$ cat config.mk
export PLATFORM = sky130hd
export DESIGN_NAME = ioctl_rom_loader
export DESIGN_NICKNAME = d
export VERILOG_FILES = /design/src/rtl/ioctl_rom_loader.sv
export SDC_FILE = /design/constraint.sdc
export NUM_CORES = 1
export LEC_CHECK = 0
export CAP_MARGIN = 20
export CORE_ASPECT_RATIO = 0.8
export CORE_MARGIN = 2
export CORE_UTILIZATION = 46
export CTS_CLUSTER_DIAMETER = 40
export DETAILED_ROUTE_END_ITERATION = 6
export PLACE_DENSITY = 0.85
export SKIP_LAST_GASP = 1
export SLEW_MARGIN = 20
export SYNTH_ARGS = -nofsm -noshare
export SYNTH_HDL_FRONTEND = slang
export SYNTH_SLANG_ARGS = --single-unit
$ cat constraint.sdc
create_clock -name i_EMU_MCLK -period 4.6 [get_ports i_EMU_MCLK]
set_clock_uncertainty 0.1 [all_clocks]
set_input_delay 0.92 -clock i_EMU_MCLK [delete_from_list [all_inputs] [get_ports i_EMU_MCLK]]
set_output_delay 0.92 -clock i_EMU_MCLK [all_outputs]
set_load 0.05 [all_outputs]
$ cat src/rtl/ioctl_rom_loader.sv
// ioctl download consumer: packs bytes into 16-bit SDRAM words,
// stalls the HPS during writes, captures DIP bytes, flags ROM ready.
module ioctl_rom_loader #(
  parameter logic [15:0] ROM_INDEX = 16'd0,
  parameter logic [15:0] DIP_INDEX = 16'd254,
  parameter logic [26:0] ROM_BYTES = 27'h0100000,
  parameter int          SDRAM_AW  = 22
) (
  input  logic                i_EMU_MCLK,
  input  logic                i_EMU_INITRST,
  input  logic [15:0]         ioctl_index,
  input  logic                ioctl_download,
  input  logic [26:0]         ioctl_addr,
  input  logic [7:0]          ioctl_data,
  input  logic                ioctl_wr,
  output logic                ioctl_wait,
  output logic                o_SDRAM_WR_REQ,
  output logic [SDRAM_AW-1:0] o_SDRAM_ADDR,
  output logic [15:0]         o_SDRAM_DATA,
  input  logic                i_SDRAM_WR_ACK,
  output logic [23:0]         o_DIPSW,
  output logic                o_ROM_READY,
  output logic                o_ERR
);

  typedef enum logic [1:0] {
    IDLE,
    COLLECT,
    REQ,
    FLUSH
  } state_t;

  state_t              state_q, state_d;
  logic                req_q, req_d;
  logic                even_q, even_d;
  logic [SDRAM_AW-1:0] addr_q, addr_d;
  logic [15:0]         data_q, data_d;
  logic [23:0]         dip_q, dip_d;
  logic                ready_q, ready_d;
  logic                err_q, err_d;

  logic rom_sel, rom_wr, dip_wr;

  // Byte qualification; any strobe during a stall is dropped
  always_comb begin
    rom_sel = (ioctl_index == ROM_INDEX);
    rom_wr  = ioctl_wr && !req_q && rom_sel
              && (ioctl_addr < ROM_BYTES);
    dip_wr  = ioctl_wr && !req_q
              && (ioctl_index == DIP_INDEX)
              && (ioctl_addr < 27'd3);
  end

  // Next-state, word packing, DIP capture and status flags
  always_comb begin
    state_d = state_q;
    req_d   = req_q;
    even_d  = even_q;
    addr_d  = addr_q;
    data_d  = data_q;
    dip_d   = dip_q;
    ready_d = ready_q;
    err_d   = err_q;

    if (ioctl_wr && req_q) err_d = 1'b1;

    if (dip_wr) begin
      case (ioctl_addr[1:0])
        2'd0:    dip_d[7:0]   = ioctl_data;
        2'd1:    dip_d[15:8]  = ioctl_data;
        2'd2:    dip_d[23:16] = ioctl_data;
        default: ;
      endcase
    end

    unique case (state_q)
      IDLE: begin
        if (ioctl_download && rom_sel) begin
          state_d = COLLECT;
          ready_d = 1'b0;
          even_d  = 1'b0;
        end
      end
      COLLECT: begin
        if (!ioctl_download) begin
          if (even_q) begin
            state_d = FLUSH;
            req_d   = 1'b1;
            data_d  = {8'h00, data_q[7:0]};
          end else begin
            state_d = IDLE;
            ready_d = 1'b1;
          end
        end else if (rom_wr) begin
          addr_d = ioctl_addr[SDRAM_AW:1];
          if (!ioctl_addr[0]) begin
            data_d[7:0] = ioctl_data;
            even_d      = 1'b1;
          end else begin
            data_d  = {ioctl_data,
                       even_q ? data_q[7:0] : 8'h00};
            req_d   = 1'b1;
            state_d = REQ;
          end
        end
      end
      REQ: begin
        if (i_SDRAM_WR_ACK) begin
          req_d   = 1'b0;
          even_d  = 1'b0;
          state_d = COLLECT;
        end
      end
      FLUSH: begin
        if (i_SDRAM_WR_ACK) begin
          req_d   = 1'b0;
          even_d  = 1'b0;
          state_d = IDLE;
          ready_d = 1'b1;
        end
      end
      default: state_d = IDLE;
    endcase
  end

  // State and datapath registers; reset aborts any request
  always_ff @(posedge i_EMU_MCLK or posedge i_EMU_INITRST) begin
    if (i_EMU_INITRST) begin
      state_q <= IDLE;
      req_q   <= 1'b0;
      even_q  <= 1'b0;
      addr_q  <= '0;
      data_q  <= 16'h0000;
      dip_q   <= 24'h000000;
      ready_q <= 1'b0;
      err_q   <= 1'b0;
    end else begin
      state_q <= state_d;
      req_q   <= req_d;
      even_q  <= even_d;
      addr_q  <= addr_d;
      data_q  <= data_d;
      dip_q   <= dip_d;
      ready_q <= ready_d;
      err_q   <= err_d;
    end
  end

  assign ioctl_wait     = req_q;
  assign o_SDRAM_WR_REQ = req_q;
  assign o_SDRAM_ADDR   = addr_q;
  assign o_SDRAM_DATA   = data_q;
  assign o_DIPSW        = dip_q;
  assign o_ROM_READY    = ready_q;
  assign o_ERR          = err_q;

endmodule
Word level (Yosys, flattened, before mapping)
Index checks and enable logic that the tools add are counted.

word-level totals
  register bits after elaboration = 68
  bits of input ports = 56
  output and inout port bits = 66
  word-level logic and storage cells = 88

operators by class
  order comparisons = 2
  eq/ne operators = 21
  muxes and demuxes = 29
  reductions and logical operators = 25

operator list
  cell                                                          number
  two-way mux 16 bit                                            3
  less-than comparator 27 x 2 -> 1 bit, second input constant   1
  less-than comparator 27 x 21 -> 1 bit, second input constant  1
  two-way mux 8 bit                                             3
  AND reduction 5 bit                                           4
  != test 2 bit, second input constant                          9
  == test 16 x 8 -> 1 bit, second input constant                1
  logical NOT 16 bit                                            1
  two-way mux 2 bit                                             7
  two-way mux 1 bit                                             12
  != test 3 bit, second input constant                          3
  case mux 2 bit (4 select lines)                               1
  AND reduction 4 bit                                           2
  logical AND 1 bit                                             7
  == test 2 bit, second input constant                          3
  != test 2 x 1 -> 1 bit, second input constant                 3
  case mux 1 bit (3 select lines)                               2
  AND reduction 2 bit                                           3
  == test 2 x 1 -> 1 bit, second input constant                 2
  logical NOT 2 bit                                             2
  nonzero test 2 bit                                            2
  AND reduction 3 bit                                           1
  nonzero test 3 bit                                            1
  case mux 1 bit (2 select lines)                               1
  2 further kinds                                               2

Depth between registers and ports, before layout
Gate-level depths: netlist (run 1).

  depth in word-level cells = 7
  gate-level depth with buffers = 8
  gate-level depth less buffers = 7

Worst setup path before layout (run 1)
Ideal clock, no wire load.

  path type = input -> register
  from = in ioctl_addr[20]
  to = reg addr_q[11], in the netlist o_SDRAM_ADDR[11]
  setup time = 125 ps
  arrival = 2426 ps
  data required time = 4375 ps
  slack = 1950 ps
  stages on the path = 5
  buffers on the path = 1
  cells stage by stage = nor4_1 -> nand4_2 -> nor4_4 -> buf_6 -> mux2_2

on the way
  word-level cells in the longest chain between the ends = 3

RTL lines
  element                                RTL line  text
  start, declared                        13        input logic [26:0] ioctl_addr,
  less-than comparator 27 x 21 -> 1 bit  48        && (ioctl_addr < ROM_BYTES);
  logical AND 1 bit                      48
  AND reduction 3 bit (no line)          -
  end signal, assigned                   141       addr_q <= addr_d;
  end, declared                          36        logic [SDRAM_AW-1:0] addr_q, addr_d;

No other way between the ends.
A chain may end at the register's enable or synchronous reset.

Final worst setup path (run 1)
  from = in ioctl_addr[20]
  to = reg state_q[0]

on the way
  word-level cells in the longest chain between the ends = 4

RTL lines
  element                                RTL line  text
  less-than comparator 27 x 21 -> 1 bit  48
  logical AND 1 bit                      48
  != test 3 bit (no line)                -
  AND reduction 5 bit (no line)          -
  end signal, assigned                   138       state_q <= state_d;
  end, declared                          33        state_t state_q, state_d;

No other way between the ends.

==> impl_metrics.yaml, run 1 <==
outcome:
  status: "finished clean"
critical_path:
  crit_type: "in -> reg"
  critPathTopFamily: "simple AND/OR/NAND/NOR gates"
  slowest_delay_ns: 0.80
  startpoint_type: "input pin"
  cp.arrival_ns: 3.27
  end_kind: "flip-flop"
  path_cells: "clkdlybuf4s50_1 > nor4_1 > nand4_2 > nor4_4 > o21ai_1 > mux2_2"
  crit_path_top_delay_cell: "nor4_4"
  required_ns: 4.71
  worst-path-buf-inv: 1
  crit_fanout: 19
layout:
  fillers: 462
  seq_area_um2: 1700
  multi_input_area_um2: 1190
  final_cells: 446
  drive_above_1_share: 0.163
  area_growth_pct: 48.3
  final_nets: 418
  num_antenna_cells: 0
timing:
  post-route-min-period_ns: 3.16
  final-hold-violation-count: 0
  final.period_utilization: 0.687
  hold_slack_ns: 0.363
  relSlewSlack: 0.408
  tns_ns: 0
  final_max_slew_viol_count: 0
  rsz0062_at_grt: "false"
  setup_violations: 0
  fmax_mhz: 316
  tightest_slew_ns: 0.881
logic_synthesis:
  synth_top_area_frac: 0.571
  ys_top_cells_by_count: "dfrtp_1 (68), mux2_2 (34), nand2_1 (23)"
  synth.area.top_cells: "dfrtp_1 (57%), mux2_2 (13%), mux2_1 (3.8%)"
  ys_types: 40
  synth_warnings: 0
  synth_area_per_cell_um2: 12.8
  synth_top_cell_by_area: "dfrtp_1"
  yosysSeqAreaShare: 0.571
  synth.most_common_cell: "dfrtp_1"
  syn_inst: 233
  synth_edf_count: 0
  synthArstFlopShare: 1.00
  syn_area_um2: 2980
  syn_nets: 293
  synth-seq-cells: 68
  synth_ff_type: "dfrtp_1"
worst_hold_path:
  hold_class: "reg -> reg"
routing:
  num_vias: 2363
  drc: 0
  avgViaCountPerCell: 5.30
  drtIter0Drc: 75
  wl_per_cell_um: 16.4
  wl_mm: 7.33
  postRouteAntennaNets: 0
  drt_pass1_iterations: 4
flow_run:
  max_cap_violations: 0
grt:
  grt_pass1_vias: 2368
  antenna_found_initial: 0
  grt.total_usage: 0.218
  grt_start_max_net_pins: 44
  grt_pass1_wl_mm: 12.0
  gr-total-overflow: 0
pwr:
  fin_total_pwr_mw: 1.36
  worst_ir_drop_vdd_v: 0.000241
  leakage_nw: 1.98
  p_per_area_nw_per_um2: 308
die:
  die_width_um: 94.0
  die_area_um2: 7140
  rows: 26
  start_util: 0.472
  ios: 122
  die_h_um: 76.0
  core_um2: 6310
clock_tree:
  hold_buffers: 0
  cts_sinks: 68
  cts_tree: "yes"
  post_cts_resized: 0
  postCtsSetupBuffers: 0
  clk_pin_slew_ns: 0.07
  numCtsBuffers: 9
  cts.path.max_buffers: 2
  insertion_delay_ns: 0.33
  htree_levels: 3
  cts_root_buf: "clkbuf_8"
place:
  place_inst: 431
  place_congestion: 0.775
  hpwl_mm: 5.59
  portBuffers: 121
[state kept, by name (all words and copies together) (netlist names)]
name / flops
state_q: 2
o_DIPSW: 24
even_q: 1
o_ERR: 1
o_SDRAM_ADDR: 22
o_SDRAM_DATA: 16
ioctl_wait: 1
o_ROM_READY: 1
[metrics by stage]
stage / worst slack, ns / util / instance area (um2)
CTS: 1.45 / 0.700 / 4420
finish: 1.44 / 0.700 / 4420
floorplan: 1.87 / - / 2980
detailed placement: 1.13 / 0.673 / 4250
global route: 1.29 / 0.700 / 4420
global placement: 1.30 / 0.673 / 4250
[layout by cell type, fill, tap and decap left out, types with 5 or more instances in the layout]
cell	netlist	final
dfrtp_1	68	68
mux2_2	34	34
nand4_1	9	9
clkbuf_8	0	10
mux2_1	10	10
a22o_1	9	9
inv_1	6	5
nor3_1	6	6
nor2_1	8	8
clkdlybuf4s50_1	0	121
o211ai_1	8	8
nand2_1	23	23
[where the power goes]
group / switching, mW / leakage [nW] / internal, mW
logic: 0.189 / 0.952 / 0.125
clock network: 0.210 / 0.0917 / 0.204
registers: 0.0163 / 0.936 / 0.617
[routing by layer]
layer  vias up  track usage  wire length [um]
met4         0       0.0681                93
met5         -            0                 0
met2        85        0.343              3520
met1      1158        0.292              3250
met3         9       0.0673               469
li1       1111            -                 -
[path summary, 6_finish.rpt]
kind | from | to | slack, ns | cells past startpoint
max | ioctl_addr[20] | state_q[0]$_DFFE_PP0P_ | 1.44 | 6
min | o_ERR$_DFFE_PP0P_ | o_ERR$_DFFE_PP0P_ | 0.36 | 1
max reg2reg | state_q[1]$_DFFE_PP0P_ | o_SDRAM_DATA[4]$_DFFE_PP0P_ | 2.07 | 7
min reg2reg | o_ERR$_DFFE_PP0P_ | o_ERR$_DFFE_PP0P_ | 0.36 | 1
max in group asynchronous | i_EMU_INITRST | o_DIPSW[2]$_DFFE_PP0P_ | 2.55 | 3
min in group asynchronous | i_EMU_INITRST | o_SDRAM_ADDR[19]$_DFFE_PP0P_ | 1.00 | 2
[cell families (layout without fill, tap and decap cells)]
family / after synthesis / in the layout / synth area share
mux: 44 / 44 / 0.166
fa+ha+maj: 4 / 4 / 0.0168
flops: 68 / 68 / 0.571
simple gates: 69 / 69 / 0.136
buf+inv: 15 / 144 / 0.0277
compound gates: 33 / 33 / 0.0815
[worst reg2reg max path, stage by stage (launching register included)]
cell,delay [ns]
dfrtp_1,0.40
inv_1,0.12
ha_1,0.52
nand2_1,0.28
nor4_4,0.21
buf_4,0.34
and2_1,0.33
a22o_1,0.17
[area by class of cell]
cell class              instances  area share
clock buffers                  10      0.0312
flip-flops and latches         68       0.385
multi-input cells             150       0.271
repair buffers                123       0.278
inverters                       6     0.00510
well taps                      84      0.0238
clock inverters                 5     0.00652
(Power assumes the default switching activity.)
==> run 2: changes to the inputs <==
CORE_UTILIZATION = 39   (was 46)
PLACE_DENSITY = 0.77   (was 0.85)
clock period = 2.6 ns   (was 4.6 ns; I/O delays follow)
==> run 2 against run 1 <==
Highest routed layer unchanged. Flip-flop and latch count did not move. Sequential power grew 77%. Global-route usage decreased by 2.7 points. Setup slack got worse by 1.2 ns. Largest power group unchanged.
==> impl_metrics.yaml, run 2 (synthesis gave the netlist of run 1 again) <==
critical_path:
  crit_end: "o_SDRAM_ADDR[14]$_DFFE_PP0P_"
  rr_startpoint: "ioctl_wait$_DFFE_PP0P_"
  rrSetupSlack_ns: 0.64
  slowest_delay_ns: 0.41
  crit_fanout: 12
  r2r-end: "o_SDRAM_ADDR[14]$_DFFE_PP0P_"
  cp.arrival_ns: 2.47
  path_cells: "clkdlybuf4s50_1 > nor4_2 > nand3_2 > nor4_4 > buf_4 > mux2_2"
  rr_worst_depth: 5
  end_kind: "flip-flop"
  critPathLaunch: "ioctl_index[11]"
  crit_path_top_delay_cell: "clkdlybuf4s50_1"
  required_ns: 2.72
  crit_type: "in -> reg"
  startpoint_type: "input pin"
timing:
  final_max_slew_viol_count: 0
  fmax_mhz: 427
  relSlewSlack: 0.644
  hold_slack_ns: 0.275
  tightest_slew_ns: 0.533
  final-hold-violation-count: 0
  post-route-min-period_ns: 2.34
  rsz0062_at_grt: "false"
  setup_violations: 0
  final.period_utilization: 0.902
clock_tree:
  cts_tree: "yes"
  cts_sinks: 68
  insertion_delay_ns: 0.34
  numCtsBuffers: 9
  postCtsSetupBuffers: 0
  clk_pin_slew_ns: 0.07
  cts.path.max_buffers: 2
  cts_root_buf: "clkbuf_8"
  hold_buffers: 0
  htree_levels: 3
  post_cts_resized: 0
grt:
  met1_usage: 0.255
  grt_pass1_wl_mm: 12.1
  grt_start_max_net_pins: 65
  grt.total_usage: 0.191
  use_met2: 0.307
  gr-total-overflow: 0
  use_met3: 0.0522
  antenna_found_initial: 0
  grt_pass1_vias: 2439
  grt_busiest_layer: "met2"
routing:
  num_vias: 2421
  avgViaCountPerCell: 5.02
  drt_pass1_iterations: 4
  wl_per_cell_um: 15.7
  drc: 0
  drtIter0Drc: 81
  wl_mm: 7.57
  postRouteAntennaNets: 0
worst_hold_path:
  hold_class: "in -> async"
layout:
  layout_common_cells: "clkdlybuf4s50_1 (121), dfrtp_1 (68), mux2_2 (34)"
  fillers: 602
  num_antenna_cells: 0
  largest_reg_flops: 24
  drive_above_1_share: 0.196
  final_nets: 432
  layout_commonest_cell: "clkdlybuf4s50_1"
  area_growth_pct: 55.1
  final_cells: 482
pwr:
  leakage_nw: 2.07
  p_per_area_nw_per_um2: 577
  worst_ir_drop_vdd_v: 0.000411
  fin_total_pwr_mw: 2.66
flow_run:
  max_cap_violations: 0
die:
  rows: 28
  die_h_um: 82.2
  ios: 122
  die_width_um: 102
  die_area_um2: 8360
  start_util: 0.403
  core_um2: 7390
outcome:
  status: "finished clean"
place:
  hpwl_mm: 5.77
  portBuffers: 121
  place_congestion: 0.791
  place_inst: 466
==> run 2: cell types whose count changed in the layout (fill, tap and decap cells not counted) <==
cell,before,now
clkinv_2,4,2
bufinv_16,0,2
buf_4,2,15
buf_12,0,1
clkinv_4,1,2
==> run 2: stage by stage <==
stage	util	TNS (ns)	area (um2)	worst slack (ns)
floorplan	-	0	2980	0.268
global placement	0.594	-0.813	4390	-0.0412
detailed placement	0.594	-2.84	4390	-0.115
CTS	0.625	0	4620	0.258
global route	0.625	0	4620	0.140
finish	0.625	0	4620	0.256
==> run 2: worst max-delay path, delay by kind of cell <==
kind | cells | cell delay [ns]
buf+inv | 2 | 0.68
mux | 1 | 0.35
simple gates | 3 | 0.92
==> run 2: worst min path at each step <==
stage / startpoint / to / slack, ns / cells after the start
2_1_floorplan: even_q$_DFFE_PP0P_ / even_q$_DFFE_PP0P_ / 0.43 / 1
3_3_place_gp: o_ERR$_DFFE_PP0P_ / o_ERR$_DFFE_PP0P_ / 0.34 / 1
3_5_place_dp: o_ERR$_DFFE_PP0P_ / o_ERR$_DFFE_PP0P_ / 0.35 / 1
4_1_cts: i_EMU_INITRST / o_DIPSW[23]$_DFFE_PP0P_ / 0.26 / 2
5_1_grt: i_EMU_INITRST / o_DIPSW[23]$_DFFE_PP0P_ / 0.27 / 2
6_report: i_EMU_INITRST / o_DIPSW[23]$_DFFE_PP0P_ / 0.28 / 2
==> run 2: power breakdown <==
group          total, mW  leakage [nW]  internal, mW  switching [mW]
combinational      0.581          1.02         0.251           0.329
sequential          1.12         0.936          1.09          0.0306
clock              0.963         0.116         0.566           0.397
==> run 2: area by class of cell <==
class | count | area, um2 | share of cell area
clock buffers | 10 | 138 | 0.0298
clock inverters | 6 | 87.6 | 0.0190
flip-flops and latches | 68 | 1700 | 0.368
repair buffers | 137 | 1340 | 0.291
inverters | 6 | 22.5 | 0.00488
multi-input cells | 150 | 1190 | 0.259
well taps | 105 | 131 | 0.0284
==> run 2: per-layer routing <==
| layer | up-vias | part of all wire |
|---|---|---|
| met4 | 0 | 0.012 |
| li1 | 1141 | - |
| met1 | 1191 | 0.46 |
| met5 | - | 0 |
| met3 | 12 | 0.050 |
| met2 | 77 | 0.47 |
==> run 3: changes to the inputs <==
ABC_AREA = 1   (was unset)
CORE_UTILIZATION = 40   (was 39)
==> run 3 against run 2 <==
First-iteration DRC count increased by 70%. Die area up 2.7%. Combinational power increased by 10%. Register-to-register slack better by 0.08 ns. Fmax rose by 6.8%. Critical endpoint is now o_SDRAM_WR_REQ. Clock power fell by 0.7%. Largest power group unchanged. Critical path depth decreased by 5.
==> impl_metrics.yaml, run 3 <==
clock_tree:
  postCtsSetupBuffers: 0
  post_cts_resized: 0
  hold_buffers: 0
  insertion_delay_ns: 0.34
  cts.path.max_buffers: 2
  htree_levels: 3
  numCtsBuffers: 9
  clk_pin_slew_ns: 0.08
  cts_root_buf: "clkbuf_8"
  cts_sinks: 68
  cts_tree: "yes"
logic_synthesis:
  synth_top_area_frac: 0.542
  synthArstFlopShare: 1.00
  syn_inst: 381
  synth_top_cell_by_area: "dfrtp_1"
  synth_edf_count: 0
  ys_top_cells_by_count: "nand2_1 (136), dfrtp_1 (68), inv_1 (34)"
  synth_warnings: 0
  synth_area_per_cell_um2: 8.25
  yosysSeqAreaShare: 0.542
  syn_area_um2: 3140
  synth-seq-cells: 68
  synth.most_common_cell: "nand2_1"
  synth_ff_type: "dfrtp_1"
  ys_types: 25
  syn_nets: 441
  synth.area.top_cells: "dfrtp_1 (54%), nand2_1 (16%), nand4_1 (6.2%)"
pwr:
  p_int_mw: 1.91
  leakage_nw: 2.33
  swShare: 0.301
  worst_ir_drop_vdd_v: 0.000392
  p_per_area_nw_per_um2: 577
  p_switching_mw: 0.821
  fin_total_pwr_mw: 2.73
  pwr-share-seq: 0.415
  p_comb_frac: 0.234
  pwr-share-clk: 0.350
critical_path:
  crit_end: "o_SDRAM_WR_REQ"
  worst-path-buf-inv: 1
  critPathLaunch: "ioctl_wait$_DFFE_PP0P_"
  crit_path_top_delay_cell: "clkdlybuf4s50_1"
  critPathTopFamily: "buffers and inverters"
  required_ns: 1.98
  slowest_delay_ns: 0.83
  r2r-end: "o_SDRAM_DATA[8]$_DFFE_PP0P_"
  crit_type: "reg -> out"
  rr_startpoint: "state_q[1]$_DFFE_PP0P_"
  path_cells: "clkdlybuf4s50_1"
  crit_fanout: 5
  rrSetupSlack_ns: 0.72
  end_kind: "output port"
  startpoint_type: "flip-flop"
  rr_worst_depth: 6
  cp.arrival_ns: 1.58
  crit_cells: 1
routing:
  drc: 0
  drt_pass1_iterations: 4
  wl_per_cell_um: 14.3
  postRouteAntennaNets: 0
  wl_mm: 8.86
  num_vias: 3035
  avgViaCountPerCell: 4.89
  drtIter0Drc: 138
grt:
  antenna_found_initial: 0
  gr-total-overflow: 0
  grt_start_max_net_pins: 34
  grt_pass1_vias: 3064
  grt_pass1_wl_mm: 14.6
  grt.total_usage: 0.217
layout:
  final_cell_area_um2: 4730
  final_cells: 621
  num_antenna_cells: 0
  layout_common_cells: "nand2_1 (136), clkdlybuf4s50_1 (121), dfrtp_1 (68)"
  fillers: 652
  drive_above_1_share: 0.0736
  seq_area_um2: 1700
  layout_commonest_cell: "nand2_1"
  multi_input_area_um2: 1220
  final_nets: 571
  largest_reg_flops: 24
  area_growth_pct: 50.5
place:
  hpwl_mm: 6.81
  place_congestion: 0.834
  placed_area_um2: 4510
  portBuffers: 121
  place_inst: 605
die:
  rows: 28
  core_um2: 7500
  ios: 122
  die_area_um2: 8580
  start_util: 0.419
  die_h_um: 83.3
  die_width_um: 103
worst_hold_path:
  hold_class: "reg -> reg"
  min_delay_path_depth: 1
timing:
  final-hold-violation-count: 0
  relSlewSlack: 0.629
  post-route-min-period_ns: 2.20
  hold_slack_ns: 0.370
  rsz0062_at_grt: "false"
  tns_ns: 0
  setup_violations: 0
  final.period_utilization: 0.844
  final_max_slew_viol_count: 0
  tightest_slew_ns: 0.554
  fmax_mhz: 456
flow_run:
  max_cap_violations: 0
outcome:
  status: "finished clean"
-- run 3: cell types whose count changed in the layout (fill, tap and decap cells not counted), sizes merged, moves of 9 or more --
cell	change
nand2	+113
nor2	+27
mux2	-44
inv	+29
nand3	+20
o21ai	+21
nand4	+21
a22o	-9
-- run 3: power by group through the flow --
stage / Sequential (mW) / Combinational, mW / Clock (mW)
global route: 1.14 / 0.709 / 1.03
detailed placement: 1.15 / 0.633 / 0
CTS: 1.14 / 0.638 / 0.979
floorplan: 1.23 / 0.330 / 0
finish: 1.13 / 0.640 / 0.956
global placement: 1.16 / 0.620 / 0
-- run 3: routing by layer --
| metal | share of wire | wire [um] | track usage | up-vias |
|---|---|---|---|---|
| li1 | - | - | - | 1495 |
| met3 | 0.079 | 697 | 0.0530 | 22 |
| met1 | 0.44 | 3920 | 0.294 | 1397 |
| met5 | 0 | 0 | 0 | - |
| met4 | 0.025 | 221 | 0.0718 | 0 |
| met2 | 0.45 | 4030 | 0.341 | 121 |
-- run 3: final cells by class --
type / instances / area share
flip-flops and latches: 68 / 0.360
repair buffers: 134 / 0.279
inverters: 35 / 0.0278
clock buffers: 12 / 0.0307
well taps: 105 / 0.0278
clock inverters: 4 / 0.0153
multi-input cells: 263 / 0.259
-- run 3: stage by stage --
step	setup WS [ns]	utilization
2_1_floorplan	0.268	-
3_3_place_gp	0.221	0.602
3_5_place_dp	0.153	0.602
4_1_cts	0.383	0.631
5_1_grt	0.335	0.631
6_report	0.405	0.631
-- run 3: worst min-delay path by stage --
stage          slack [ns]                    from                endpoint
2_1_floorplan        0.39  state_q[1]$_DFFE_PP0P_  state_q[1]$_DFFE_PP0P_
3_3_place_gp         0.34       o_ERR$_DFFE_PP0P_       o_ERR$_DFFE_PP0P_
3_5_place_dp         0.36  o_DIPSW[6]$_DFFE_PP0P_  o_DIPSW[6]$_DFFE_PP0P_
4_1_cts              0.37  o_DIPSW[6]$_DFFE_PP0P_  o_DIPSW[6]$_DFFE_PP0P_
5_1_grt              0.40  o_DIPSW[7]$_DFFE_PP0P_  o_DIPSW[7]$_DFFE_PP0P_
6_report             0.37       o_ERR$_DFFE_PP0P_       o_ERR$_DFFE_PP0P_
-- run 3: kinds of logic (layout without fill, tap and decap cells) --
family / count (synthesis) / after routing / share of synthesized area
compound gates: 32 / 32 / 0.0562
simple gates: 227 / 227 / 0.318
buf+inv: 50 / 185 / 0.0685
fa+ha+maj: 4 / 4 / 0.0159
flops: 68 / 68 / 0.542
